$ cat src/rtl/mux2_rr_feeder_pkg.sv
// Shared definitions for the round-robin feeder of the 2:1 output mux.
package mux2_rr_feeder_pkg;

  typedef enum logic {
    LAST_B = 1'b0,
    LAST_A = 1'b1
  } last_e;

  localparam logic SEL_A = 1'b1;
  localparam logic SEL_B = 1'b0;

  // Tie-break: grant the channel that was not served most recently.
  function automatic logic tie_pick(input last_e last);
    return (last == LAST_A) ? SEL_B : SEL_A;
  endfunction

endpackage

$ cat src/rtl/mux2_rr_feeder_chan_buf.sv
// One-entry valid/ready buffer; a drain and a refill may happen in the same cycle.
module chan_buf #(
  parameter int unsigned WIDTH = 8
) (
  input  logic             clk,
  input  logic             rst_n,
  input  logic [WIDTH-1:0] data_i,
  input  logic             valid_i,
  output logic             ready_o,
  input  logic             drain_i,
  output logic [WIDTH-1:0] data_o,
  output logic             full_o
);

  logic             full_q, full_d;
  logic [WIDTH-1:0] data_q, data_d;
  logic             accept;

  assign ready_o = !full_q || drain_i;
  assign accept  = valid_i && ready_o;
  assign data_o  = data_q;
  assign full_o  = full_q;

  // A drained word leaves its data in place; only the full flag clears.
  always_comb begin
    full_d = full_q;
    data_d = data_q;
    if (accept) begin
      full_d = 1'b1;
      data_d = data_i;
    end else if (drain_i) begin
      full_d = 1'b0;
    end
  end

  always_ff @(posedge clk or negedge rst_n) begin
    if (!rst_n) begin
      full_q <= 1'b0;
      data_q <= '0;
    end else begin
      full_q <= full_d;
      data_q <= data_d;
    end
  end

endmodule

$ cat src/rtl/mux2_rr_feeder.sv
// Two buffered input channels feeding a 2:1 mux, with round-robin select
// that is frozen while the downstream stalls.
module mux2_rr_feeder
  import mux2_rr_feeder_pkg::*;
#(
  parameter int unsigned WIDTH = 8
) (
  input  logic             clk,
  input  logic             rst_n,
  input  logic [WIDTH-1:0] a_in,
  input  logic             a_valid,
  output logic             a_ready,
  input  logic [WIDTH-1:0] b_in,
  input  logic             b_valid,
  output logic             b_ready,
  output logic [WIDTH-1:0] a_q,
  output logic [WIDTH-1:0] b_q,
  output logic             sel,
  output logic             out_valid,
  input  logic             out_ready
);

  logic  a_full, b_full;
  logic  sel_q, hold_q, hold_d;
  last_e last_q, last_d;
  logic  out_xfer;
  logic  drain_a, drain_b;

  assign out_xfer = out_valid && out_ready;
  assign drain_a  = out_xfer && (sel == SEL_A);
  assign drain_b  = out_xfer && (sel == SEL_B);

  chan_buf #(.WIDTH(WIDTH)) u_buf_a (
    .clk     (clk),
    .rst_n   (rst_n),
    .data_i  (a_in),
    .valid_i (a_valid),
    .ready_o (a_ready),
    .drain_i (drain_a),
    .data_o  (a_q),
    .full_o  (a_full)
  );

  chan_buf #(.WIDTH(WIDTH)) u_buf_b (
    .clk     (clk),
    .rst_n   (rst_n),
    .data_i  (b_in),
    .valid_i (b_valid),
    .ready_o (b_ready),
    .drain_i (drain_b),
    .data_o  (b_q),
    .full_o  (b_full)
  );

  // Select is derived only from registered state, so ready paths stay loop-free.
  always_comb begin
    sel = sel_q;
    if (hold_q) begin
      sel = sel_q;
    end else if (a_full && b_full) begin
      sel = tie_pick(last_q);
    end else if (a_full) begin
      sel = SEL_A;
    end else if (b_full) begin
      sel = SEL_B;
    end
  end

  assign out_valid = (sel == SEL_A) ? a_full : b_full;

  always_comb begin
    hold_d = out_valid && !out_ready;
    last_d = last_q;
    if (out_xfer) begin
      last_d = (sel == SEL_A) ? LAST_A : LAST_B;
    end
  end

  always_ff @(posedge clk or negedge rst_n) begin
    if (!rst_n) begin
      sel_q  <= SEL_B;
      hold_q <= 1'b0;
      last_q <= LAST_B;
    end else begin
      sel_q  <= sel;
      hold_q <= hold_d;
      last_q <= last_d;
    end
  end

endmodule

$ cat config.mk
export PLATFORM = sky130hd
export DESIGN_NAME = mux2_rr_feeder
export DESIGN_NICKNAME = d
export VERILOG_FILES = /design/src/rtl/mux2_rr_feeder_pkg.sv /design/src/rtl/mux2_rr_feeder_chan_buf.sv /design/src/rtl/mux2_rr_feeder.sv
export SDC_FILE = /design/constraint.sdc
export NUM_CORES = 1
export LEC_CHECK = 0
export CAP_MARGIN = 30
export CORE_MARGIN = 2
export CORE_UTILIZATION = 42
export DETAILED_ROUTE_END_ITERATION = 7
export GPL_ROUTABILITY_DRIVEN = 0
export PLACE_DENSITY = 0.78
export SYNTH_ARGS = -nofsm -noshare
export SYNTH_HDL_FRONTEND = slang
export SYNTH_SLANG_ARGS = --single-unit
$ cat constraint.sdc
create_clock -name clk -period 3.9 [get_ports clk]
set_input_delay 0.78 -clock clk [delete_from_list [all_inputs] [get_ports clk]]
set_output_delay 0.78 -clock clk [all_outputs]
set_load 0.1 [all_outputs]
# After elaboration in Yosys (flattened, before gate mapping)
# Index checks and enable logic that the tools add are counted.
# Widths: inputs -> output; s select.
dict set report totals {
  register_bits 21
  input_bits 21
  output_inout_bits 20
}
dict set report classes {
  n_mux 11
  bitwise 1
  reduce_logical 14
}
# operator count
set ops {}
lappend ops {{$mux 1} 11}
lappend ops {{$logic_and 1x1->1} 7}
lappend ops {{$reduce_bool 2->1} 2}
lappend ops {{$logic_not 1->1} 3}
lappend ops {{$logic_or 1x1->1} 2}
lappend ops {{$not 1->1} 1}

# Longest topological paths before layout
dict set report depth {
  ltp_word 10
  depth_mapped 5
}

# Modules after synthesis
# A second synthesis with hierarchy kept.
dict set report hier_totals {
  cells_unflattened 63
  area_unflattened_um2 954.7
}
# module n_inst cells_per_inst area_each_um2 seq_area_each_um2
set by_module_without_submodules {}
lappend by_module_without_submodules {chan_buf 2 20 385.4 225.2}
lappend by_module_without_submodules {mux2_rr_feeder 1 23 183.9 75.1}

# Least setup slack after synthesis
# OpenSTA, ideal clock, no wires.
dict set report synth_timing {
  kind {reg-to-output}
  startpoint {reg u_buf_a.full_q, in the netlist u_buf_a.full_o}
  endpoint {out out_valid}
  t_arrival_ns 1.948
  slack_ns 1.172
  stages_incl_launch_ff 4
  path_buffers 0
  cell_sequence {dfrtp_1 inv_2 and3_2 nor2_1}
}
dict set report synth_between {
  elab_chain_cells 4
}
# element line
set synth_lines {}
lappend synth_lines {{start: declaration} mux2_rr_feeder_chan_buf.sv:15} ;# logic full_q, full_d;
lappend synth_lines {{start signal: assignment} mux2_rr_feeder_chan_buf.sv:41} ;# full_q <= full_d;
lappend synth_lines {{$mux 1 or $logic_and 1x1->1 (tied branches)} {mux2_rr_feeder.sv:62, mux2_rr_feeder.sv:60}}
lappend synth_lines {{$mux 1} mux2_rr_feeder.sv:60} ;# end else if (a_full && b_full) begin
lappend synth_lines {{$mux 1} mux2_rr_feeder.sv:58} ;# if (hold_q) begin
lappend synth_lines {{$mux 1 *} mux2_rr_feeder.sv:69} ;# assign out_valid = (sel == SEL_A) ? a_full : b_full;
lappend synth_lines {{end: declaration} mux2_rr_feeder.sv:19} ;# output logic out_valid,
# Every way passes the cells marked *; elsewhere a longest branch is shown, timed or not.

# Worst setup path in the final report
dict set report layout_timing {
  startpoint {reg hold_q}
  endpoint {out sel}
}
dict set report layout_between {
  elab_chain_cells 1
}
# element line
set layout_lines {}
lappend layout_lines {{start: declaration} mux2_rr_feeder.sv:24} ;# logic sel_q, hold_q, hold_d;
lappend layout_lines {{start signal: assignment} mux2_rr_feeder.sv:86} ;# hold_q <= hold_d;
lappend layout_lines {{$mux 1} mux2_rr_feeder.sv:58}
lappend layout_lines {{end: declaration} mux2_rr_feeder.sv:18} ;# output logic sel,
# Every way passes these cells.

==> PnR_summary.wiki <==
{| class="wikitable"
! Metric !! Value
|-
| Worst hold path startpoint || u_buf_b.data_o[5]
|-
| Tcrit/Tclk final || 0.776
|-
| Kind of path behind the tightest hold check || flop to flop
|-
| Number of nets with antenna violations after detailed routing || 0
|-
| Source-to-sink clock delay at the later pin of the worst-skew pair || 310 ps
|-
| Pin count of the biggest net entering global routing || 22
|-
| Syn_area_per_cell || 14.6 µm²
|-
| Number of rows in the core area || 16
|-
| Path type of the worst setup path || flop to output pin
|-
| Minimum clock period || a little over 3000 ps
|-
| Quantity of hold-fixing buffers added after cts || 0
|-
| Synthesis warning total || 0
|-
| Global-route layer with the greatest usage || met2
|-
| Chip width || 49.7 µm
|-
| I/O pins || 41
|-
| Global-route met3 utilization || 0.0697
|-
| Final Hold Viols || 0
|-
| Wire length reported by the detailed router || around 1700 µm
|-
| List of cells traversed by the critical path || nand2b_1 > a32o_1 > clkdlybuf4s50_1
|-
| Most common cell after layout, fill and taps aside || clkdlybuf4s50_1
|-
| Initial standard-cell utilization of the core || 0.446
|-
| Mean number of vias per cell || roughly 4.7
|-
| Unrepaired setup endpoints after global routing || false
|-
| Net count after synthesis || 81
|-
| CTS sink cnt || 21
|-
| Number of DRC violations after detailed-routing iteration 0 || 11
|-
| Aggregate global-route resource usage || 0.165
|-
| CP arrival || 2250 ps
|-
| Number of setup buffers added after CTS || 0
|-
| Root Buffer || clkbuf_4
|-
| First-pass detailed-route iteration total || 4
|-
| Seq/Total Area, Yosys || 0.600
|-
| Layout overhead on the synthesized area || 54.0%
|-
| Post-CTS sizing || 0
|-
| First-pass GRT wire length || around 3000 µm
|-
| CTS HTree Levels || 1
|-
| Area taken by flip-flops and latches || 526 µm²
|-
| Biggest fanout along the worst timing path || 6
|-
| Flop and latch count out of synthesis || 21
|-
| Post-Synthesis Cells || 60
|-
| Met2 Track Usage GR || 0.278
|-
| Layout cell share with drive strength beyond 1 || 0.288
|-
| Reg2reg start || u_buf_a.full_o
|-
| Status || complete, no violations
|-
| Highest clock rate || 330 MHz
|-
| Via total after detailed routing || 616
|-
| Fin Setup TNS || 0 ps
|-
| Placed wire-length estimate after detailed placement || around 1300 µm
|-
| Reg2reg setup slack || 2210 ps
|-
| Final setup violation count || 0
|-
| Count of antenna diodes in the layout || 0
|-
| Library cell contributing the largest single delay on the critical path || clkdlybuf4s50_1
|-
| Peak per-stage delay on the critical path || about 1200 ps
|-
| Max Cap Violations || 0
|-
| Number of buffers between clock root and the deepest sink || 2
|-
| Core outline area || 1960 µm²
|-
| Number of global-route vias before repair || ~670
|-
| Synth unique cells || 17
|-
| Count of nets after finishing || 126
|-
| Start point of the critical path || hold_q
|-
| Clock skew after layout || between 10 and 15 ps
|-
| Die ar. || 2470 µm²
|-
| Initial antenna violation count || 0
|-
| # fillers || 170
|-
| Overflow left after global routing || 0
|-
| Die span in y || 49.7 µm
|-
| Sort of element at the start of the critical path || flop
|-
| Number of buffers inserted during clock tree synthesis || 3
|-
| CP required || 3120 ps
|-
| Count of buffers from port buffering || 40
|-
| TritonCTS clock tree || yes
|-
| Most used cells in the layout excluding fill and tap cells || clkdlybuf4s50_1, dfrtp_1, mux2_2, nand2_1, nand2b_1
|-
| Capturing element type of the critical path || output pin
|-
| Mapped Area || just under 900 µm²
|-
| Detailed-route DRC error count || 0
|-
| Area of the multi-input gates || 328 µm²
|-
| Final Max Slew Viols || 0
|-
| Worst-Margin Slew || 985 ps
|-
| Met1 GRT Util || 0.181
|-
| Slew HR || 0.341
|-
| Average detailed-routed wire length per instance || 13.3 µm
|-
| Clock transition time at the flip-flop clock pins of the worst setup and hold paths || about 120 ps
|}
Yosys cell counts, drive strengths merged:
cell type,number,area share
nor2,1,0.0043
buf,1,0.013
and3,1,0.0086
nor3,1,0.0057
a21boi,1,0.021
a32o,1,0.011
a21oi,1,0.0057
nor3b,1,0.0086
nand2b,4,0.029
inv,3,0.013
a21bo,1,0.011
dfrtp,21,0.60
mux2,17,0.22
o311ai,1,0.019
nand2,4,0.017
o211ai,1,0.014
metal layers:
metal	wire [µm]	vias to the layer above
met2	849	23
met4	21	0
met3	137	2
met5	0	-
li1	-	299
met1	728	292
layout make-up:
class,count,area share
inverters,3,0.00835
well taps,27,0.0250
clock inverters,1,0.00557
multi-input cells,35,0.243
flip-flops and latches,21,0.390
clock buffers,3,0.0167
repair buffers,41,0.312
final timing paths:
kind	to	cells past startpoint
max	sel	3
min	u_buf_b.data_o[5]	1
max reg2reg	u_buf_b.data_o[2]	4
min reg2reg	u_buf_b.data_o[5]	1
max in group asynchronous	u_buf_a.full_o	2
min in group asynchronous	u_buf_a.data_o[7]	1
flip-flops by register name, indices dropped and copies added, names as in the netlist:
name	count
sel_q	1
u_buf_a.full_o	1
u_buf_b.data_o	8
hold_q	1
last_q	1
u_buf_a.data_o	8
u_buf_b.full_o	1
cell families after synthesis:
| group | share of synthesized area |
|---|---|
| buffers and inverters | 0.0257 |
| AOI/OAI and AO/OA | 0.0829 |
| muxes | 0.219 |
| DFF | 0.600 |
| and+or+nand+nor | 0.0728 |
worst max-delay path: cells and delay by family, from the launching register on:
| kind | cells | cell delay [ps] |
|---|---|---|
| buffers and inverters | 1 | 1150 |
| DFF | 1 | 440 |
| AOI/OAI and AO/OA | 1 | 190 |
| and+or+nand+nor | 1 | 170 |
per-stage QoR:
step           setup slack, ps  std cells  area, µm²  hold WS, ps   util
5_1_grt                    774        131       1350          539  0.688
3_3_place_gp              1250        126       1290          488  0.658
3_5_place_dp              1210        126       1290          492  0.658
6_report                   873        131       1350          518  0.688
2_1_floorplan             1170         60        876          484      -
4_1_cts                    854        130       1320          522  0.673
Power is left out: the tool's default activity adds up to more than one toggle a clock period on the data nets, which glitch-free logic cannot reach.
